[src/rtl/simon_round_ctrl.sv]
// Round sequencer for the 3-button / 3-LED memory game: builds a pattern, shows it, then checks presses.
// Define SIMON_LFSR_EN to generate the pattern from an 8-bit LFSR instead of copying pat_in.
module simon_round_ctrl #(
    parameter int MAX_LEN     = 8,
    parameter int ON_CYC      = 200,
    parameter int GAP_CYC     = 50,
    parameter int TIMEOUT_CYC = 2000
) (
    input  logic                   clk,
    input  logic                   rst,
    input  logic                   start,
    input  logic [3:0]             len,
    input  logic [7:0]             seed,
    input  logic [2*MAX_LEN-1:0]   pat_in,
    input  logic [2:0]             btn,
    output logic [2:0]             led,
    output logic                   busy,
    output logic                   showing,
    output logic [3:0]             step,
    output logic                   win,
    output logic                   lose
);

    localparam int AW     = (MAX_LEN > 1) ? $clog2(MAX_LEN) : 1;
    localparam int DEPTH  = 2 ** AW;
    localparam int TMAX_A = (ON_CYC > GAP_CYC) ? ON_CYC : GAP_CYC;
    localparam int TMAX   = (TMAX_A > TIMEOUT_CYC) ? TMAX_A : TIMEOUT_CYC;
    localparam int TW     = (TMAX > 3) ? $clog2(TMAX + 1) : 2;

    localparam logic [TW-1:0] T_ON  = TW'(ON_CYC);
    localparam logic [TW-1:0] T_GAP = TW'(GAP_CYC);
    localparam logic [TW-1:0] T_TO  = TW'(TIMEOUT_CYC);
    localparam logic [AW-1:0] ADDR0 = '0;

    typedef enum logic [2:0] {
        S_IDLE, S_GEN, S_SHOW_ON, S_SHOW_GAP, S_WAIT_IN, S_ECHO, S_WIN, S_LOSE
    } state_t;

    state_t        state;
    logic [3:0]    idx;
    logic [3:0]    len_q;
    logic [3:0]    len_c;
    logic [TW-1:0] timer;
    logic [2:0]    btn_q;
    logic [1:0]    pat_mem [DEPTH];
    logic [1:0]    gen_code;
    logic [AW-1:0] addr;
    logic [AW-1:0] nxt_addr;
    logic          last_idx;
    logic          press;
    logic          timer_done;
    logic [2:0]    cur_led;
    logic [2:0]    next_led;
    logic [2:0]    first_led;
    logic          unused_cfg_inputs;

    function automatic logic [2:0] code_led(input logic [1:0] code);
        case (code)
            2'd1:    return 3'b010;
            2'd2:    return 3'b100;
            default: return 3'b001;
        endcase
    endfunction

    assign step       = idx;
    assign addr       = idx[AW-1:0];
    assign nxt_addr   = AW'(idx + 4'd1);
    assign last_idx   = (idx == len_q - 4'd1);
    assign press      = (btn != 3'b000) && (btn_q == 3'b000);
    assign timer_done = (timer < TW'(2));
    assign cur_led    = code_led(pat_mem[addr]);
    assign next_led   = code_led(pat_mem[nxt_addr]);
    // With len==1 entry 0 is still being written on the last GEN cycle, so bypass the store.
    assign first_led  = code_led((idx == 4'd0) ? gen_code : pat_mem[ADDR0]);

    // NOTE: every path assigns len_c, so this stays combinational and never infers a latch.
    always_comb begin
        if (len == 4'd0)
            len_c = 4'd1;
        else if (int'(len) > MAX_LEN)
            len_c = 4'(MAX_LEN);
        else
            len_c = len;
    end

`ifdef SIMON_LFSR_EN
    logic [7:0] lfsr;

    assign gen_code          = (lfsr[1:0] == 2'd3) ? 2'd0 : lfsr[1:0];
    assign unused_cfg_inputs = ^pat_in;

    always_ff @(posedge clk) begin
        if (rst)
            lfsr <= 8'h01;
        else if (state == S_IDLE && start)
            lfsr <= (seed == 8'h00) ? 8'h01 : seed;
        else if (state == S_GEN)
            lfsr <= {lfsr[6:0], lfsr[7] ^ lfsr[5] ^ lfsr[4] ^ lfsr[3]};
    end
`else
    assign gen_code          = pat_in[2*int'(addr) +: 2];
    assign unused_cfg_inputs = ^seed;
`endif

    // NOTE: the pattern store has no reset; every slot read in a round is written by GEN first.
    always_ff @(posedge clk) begin
        if (state == S_GEN)
            pat_mem[addr] <= gen_code;
    end

    // NOTE: all state and outputs use non-blocking assignments so every branch sees pre-edge values.
    always_ff @(posedge clk) begin
        if (rst) begin
            state   <= S_IDLE;
            led     <= 3'b000;
            busy    <= 1'b0;
            showing <= 1'b0;
            idx     <= 4'd0;
            len_q   <= 4'd1;
            timer   <= '0;
            btn_q   <= 3'b111;
            win     <= 1'b0;
            lose    <= 1'b0;
        end else begin
            btn_q <= btn;
            win   <= 1'b0;
            lose  <= 1'b0;
            case (state)
                S_IDLE: begin
                    led <= 3'b000;
                    if (start) begin
                        state <= S_GEN;
                        busy  <= 1'b1;
                        idx   <= 4'd0;
                        len_q <= len_c;
                    end
                end
                S_GEN: begin
                    if (last_idx) begin
                        state   <= S_SHOW_ON;
                        idx     <= 4'd0;
                        led     <= first_led;
                        showing <= 1'b1;
                        timer   <= T_ON;
                    end else begin
                        idx <= idx + 4'd1;
                    end
                end
                S_SHOW_ON: begin
                    if (timer_done) begin
                        led <= 3'b000;
                        if (!last_idx) begin
                            state <= S_SHOW_GAP;
                            timer <= T_GAP;
                        end else begin
                            state   <= S_WAIT_IN;
                            idx     <= 4'd0;
                            showing <= 1'b0;
                            timer   <= T_TO;
                        end
                    end else begin
                        timer <= timer - TW'(1);
                    end
                end
                S_SHOW_GAP: begin
                    if (timer_done) begin
                        state <= S_SHOW_ON;
                        idx   <= idx + 4'd1;
                        led   <= next_led;
                        timer <= T_ON;
                    end else begin
                        timer <= timer - TW'(1);
                    end
                end
                S_WAIT_IN: begin
                    // A press wins over an expiring timeout in the same cycle.
                    if (press) begin
                        timer <= T_ON;
                        if (btn == cur_led) begin
                            state <= S_ECHO;
                            led   <= btn;
                        end else begin
                            state <= S_LOSE;
                            led   <= 3'b101;
                            lose  <= 1'b1;
                        end
                    end else if (TIMEOUT_CYC != 0) begin
                        if (timer == TW'(1)) begin
                            state <= S_LOSE;
                            led   <= 3'b101;
                            lose  <= 1'b1;
                            timer <= T_ON;
                        end else begin
                            timer <= timer - TW'(1);
                        end
                    end
                end
                S_ECHO: begin
                    if (timer_done) begin
                        if (last_idx) begin
                            state <= S_WIN;
                            led   <= 3'b111;
                            win   <= 1'b1;
                            timer <= T_ON;
                        end else begin
                            state <= S_WAIT_IN;
                            idx   <= idx + 4'd1;
                            led   <= 3'b000;
                            timer <= T_TO;
                        end
                    end else begin
                        timer <= timer - TW'(1);
                    end
                end
                S_WIN, S_LOSE: begin
                    if (timer_done) begin
                        state <= S_IDLE;
                        led   <= 3'b000;
                        busy  <= 1'b0;
                    end else begin
                        timer <= timer - TW'(1);
                    end
                end
                default: begin
                    state   <= S_IDLE;
                    led     <= 3'b000;
                    busy    <= 1'b0;
                    showing <= 1'b0;
                end
            endcase
        end
    end

endmodule

[config.mk]
export PLATFORM = sky130hd
export DESIGN_NAME = simon_round_ctrl
export DESIGN_NICKNAME = d
export VERILOG_FILES = /design/src/rtl/simon_round_ctrl.sv
export SDC_FILE = /design/constraint.sdc
export NUM_CORES = 1
export LEC_CHECK = 0
export ABC_AREA = 1
export CAP_MARGIN = 0
export CORE_MARGIN = 2
export CORE_UTILIZATION = 58
export DETAILED_ROUTE_END_ITERATION = 8
export HOLD_SLACK_MARGIN = 0.15
export PLACE_DENSITY = 0.91
export SLEW_MARGIN = 20
export SYNTH_ARGS = -nofsm -noshare
export SYNTH_HDL_FRONTEND = slang
export SYNTH_SLANG_ARGS = --single-unit
[constraint.sdc]
create_clock -name clk -period 7.51 [get_ports clk]
set_input_delay 1.502 -clock clk [delete_from_list [all_inputs] [get_ports clk]]
set_output_delay 1.502 -clock clk [all_outputs]
set_load 0.01 [all_outputs]
==> summary.txt <==
Timing
  – Final setup TNS: 0 ns
  – Maximum frequency from static timing analysis: 297 MHz
  – Minimum hold slack: 0.476 ns
  – Worst slew margin relative to its limit: 0.443
  – Count of final hold-check violations: 0
  – Final Max Slew Viols: 0
  – Number of failing setup endpoints in the final timing report: 0
  – Worst-case setup margin in the final layout: 4.14 ns
  – Clock skew after layout: 0.00596 ns
  – Clock period minus final worst setup slack: 3.37 ns
  – Period utilization: 0.448
  – Setup repair after global routing missed its margin: false
  – Actual transition at the worst max-transition pin: 0.834 ns

CTS
  – CTS H-tree lvls: 2
  – Clock insertion delay at the later pin of the skew report: 0.31 ns
  – Clock tree root driver cell: clkbuf_8
  – Count of hold buffers inserted by post-cts repair: 0
  – CTS tree: yes
  – Register clock-pin slew on the reported worst setup and hold paths: 0.09 ns
  – Total of cells resized after clock tree synthesis: 0
  – Post-CTS setup buffers: 0
  – Clock buffer count from CTS: 5
  – Number of clock sinks: 51
  – CTS Buffer Depth: 2

Status
  – Outcome: finished, final reports clean

Place
  – Standard cell area after detailed placement: 3650 um^2
  – Quantity of I/O buffers inserted on ports: 36
  – Setup WS pre-CTS: 3.87 ns
  – Routability-driven placement congestion ratio: 0.882
  – HPWL after detailed placement: 5800 um

Detailed routing
  – Length of the first detailed-routing pass in iterations: 5
  – Drt wl/cell: 13.1 um
  – Average via count per standard cell: 5.47
  – Total number of vias: 3,152
  – Total detailed-routing wirelength: 7530 um
  – DRT antenna net count: 0
  – Drt initial violations: 266
  – DR DRC count: 0

Min path
  – Type of the worst min-delay path: register to register

Critical path
  – Worst path buffer plus inverter count: 1
  – Data arrival time of the worst path: 1.86 ns
  – Maximum fanout along the worst path: 26
  – Cell at the slowest stage of the critical path: dfxtp_1
  – Worst path max stage delay: 0.88 ns
  – Type of the worst setup path: register to output pin
  – Family with the most delay on the worst path: flip-flops
  – Critical path, cell by cell: clkdlybuf4s50_1
  – Startpoint kind of the worst setup timing path: register
  – Kind of end point of the critical path: output pin
  – Data required, critical path: 6.01 ns

Floorplanning
  – Initial Util: 0.597
  – Floorplan die area: 6210 um^2
  – Die Y-Extent: 78.8 um
  – Die width: 78.8 um
  – Num ports: 45
  – Num rows: 27
  – Core footprint: 5440 um^2

Synthesis
  – Post-synthesis cell area: 3240 um^2
  – Distinct cells, synth: 35
  – Syn Inst Count: 471
  – Share of synthesized registers carrying an async set or reset: 0
  – Yosys top cell by area: dfxtp_1
  – Top cells by area, synth: dfxtp_1 22%, edfxtp_1 15%, nand2_1 14%, a21oi_1 6.5%, inv_1 5.7%
  – Syn_area_per_cell: 6.89 um^2
  – Most used standard cell by instance count after synthesis: nand2_1
  – Flop and latch count out of synthesis: 51
  – Area fraction of the dominant cell type after synthesis: 0.216
  – Ranking of synthesized cells by instance count: 122 x nand2_1, 49 x inv_1, 42 x a21oi_1
  – Syn nets: 516
  – Number of flops mapped to enable cells by yosys: 16
  – Main flop type after synthesis: dfxtp_1
  – Number of warnings issued by yosys: 0
  – Sequential cell area fraction in the yosys report: 0.364

Global route
  – Pin count of the biggest net entering global routing: 27
  – Total overflow reported by the global router: 0
  – Wire length of the first global-routing pass: 13,200 um
  – Via count of the first global-routing pass: 3,031
  – Number of antenna violations at the first check in global routing: 0
  – GRT Resource Usage Total: 0.263

Final layout
  – Final antenna diode count: 0
  – Layout area overhead: 15.3%
  – Post-layout nets: 548
  – Final instance area: 3740 um^2
  – Ratio of cells with drive above 1 in the final layout: 0.0893

Pwr
  – IR drop worst, VDD: 266 uV
  – Ratio of total power to cell area: 434 nW/um^2
  – Leakage power: 1.64 nW
  – Sum of internal, switching and leakage power: 1.62 mW

Run
  – Max-cap violations: 0
[flip-flops by register name (all words and copies together), names as in the netlist, named ones only]
name / count
win: 1
step: 4
timer: 11
lose: 1
btn_q: 3
pat_mem: 16
busy: 1
showing: 1
state: 3
len_q: 4
led: 3
[routing by layer]
metal	vias to the layer above	GRT usage	part of all wire
li1	1598	-	-
met1	1436	0.334	0.44
met2	105	0.453	0.49
met3	13	0.0432	0.055
met4	0	0.0912	0.018
met5	-	0	0
[cell families (layout without fill, tap and decap cells)]
logic type,after synthesis,count (layout),share of synthesized area
AND/OR/NAND/NOR,221,221,0.307
adder cells (fa/ha/maj),11,11,0.0424
AO/OA/AOI/OAI,99,99,0.160
flip-flops,51,51,0.364
XOR/XNOR,14,14,0.0378
buffers and inverters,75,108,0.0891
[placed cells by master (no fill, tap or decap), drive strengths merged]
cell / instances
xnor2: 8
edfxtp: 16
a21oi: 43
clkbuf: 5
o21ai: 50
nand2: 129
nor3b: 1
clkinv: 3
dfxtp: 35
nand3b: 4
buf: 1
nand3: 27
ha: 11
a211oi: 1
inv: 62
nor3: 3
a21boi: 1
clkdlybuf4s50: 36
nand4: 2
xor2: 6
nor4: 7
or2: 2
a22oi: 4
clkinvlp: 1
nor2: 46
[where the power goes]
part / internal, mW / switching, mW / total [mW]
logic: 0.369 / 0.646 / 1.01
registers: 0.370 / 0.0810 / 0.451
clock network: 0.0650 / 0.0912 / 0.156
total: 0.804 / 0.818 / 1.62
[stage by stage]
| stage | utilization | std cells |
|---|---|---|
| floorplan | - | 471 |
| global placement | 0.671 | 568 |
| detailed placement | 0.671 | 568 |
| CTS | 0.688 | 576 |
| global route | 0.688 | 576 |
| finish | 0.688 | 576 |
[worst paths after layout]
kind | startpoint | endpoint | slack [ns] | cells after the start
max | step[0] | step[0] | 4.14 | 1
max reg2reg | step[0] | led[0] | 4.20 | 12
min reg2reg | led[1] | led[1] | 0.48 | 2
min | led[1] | led[1] | 0.48 | 2
[cell type report]
type | count | area [um^2]
Tap cell | 72 | 90.1
Multi-Input combinational cell | 345 | 1770
Clock buffer | 5 | 68.8
Inverter | 63 | 239
Timing Repair Buffer | 37 | 368
Fill cell | 446 | 1700
Clock inverter | 3 | 20.0
Sequential cell | 51 | 1180
(Power assumes the default switching activity.)
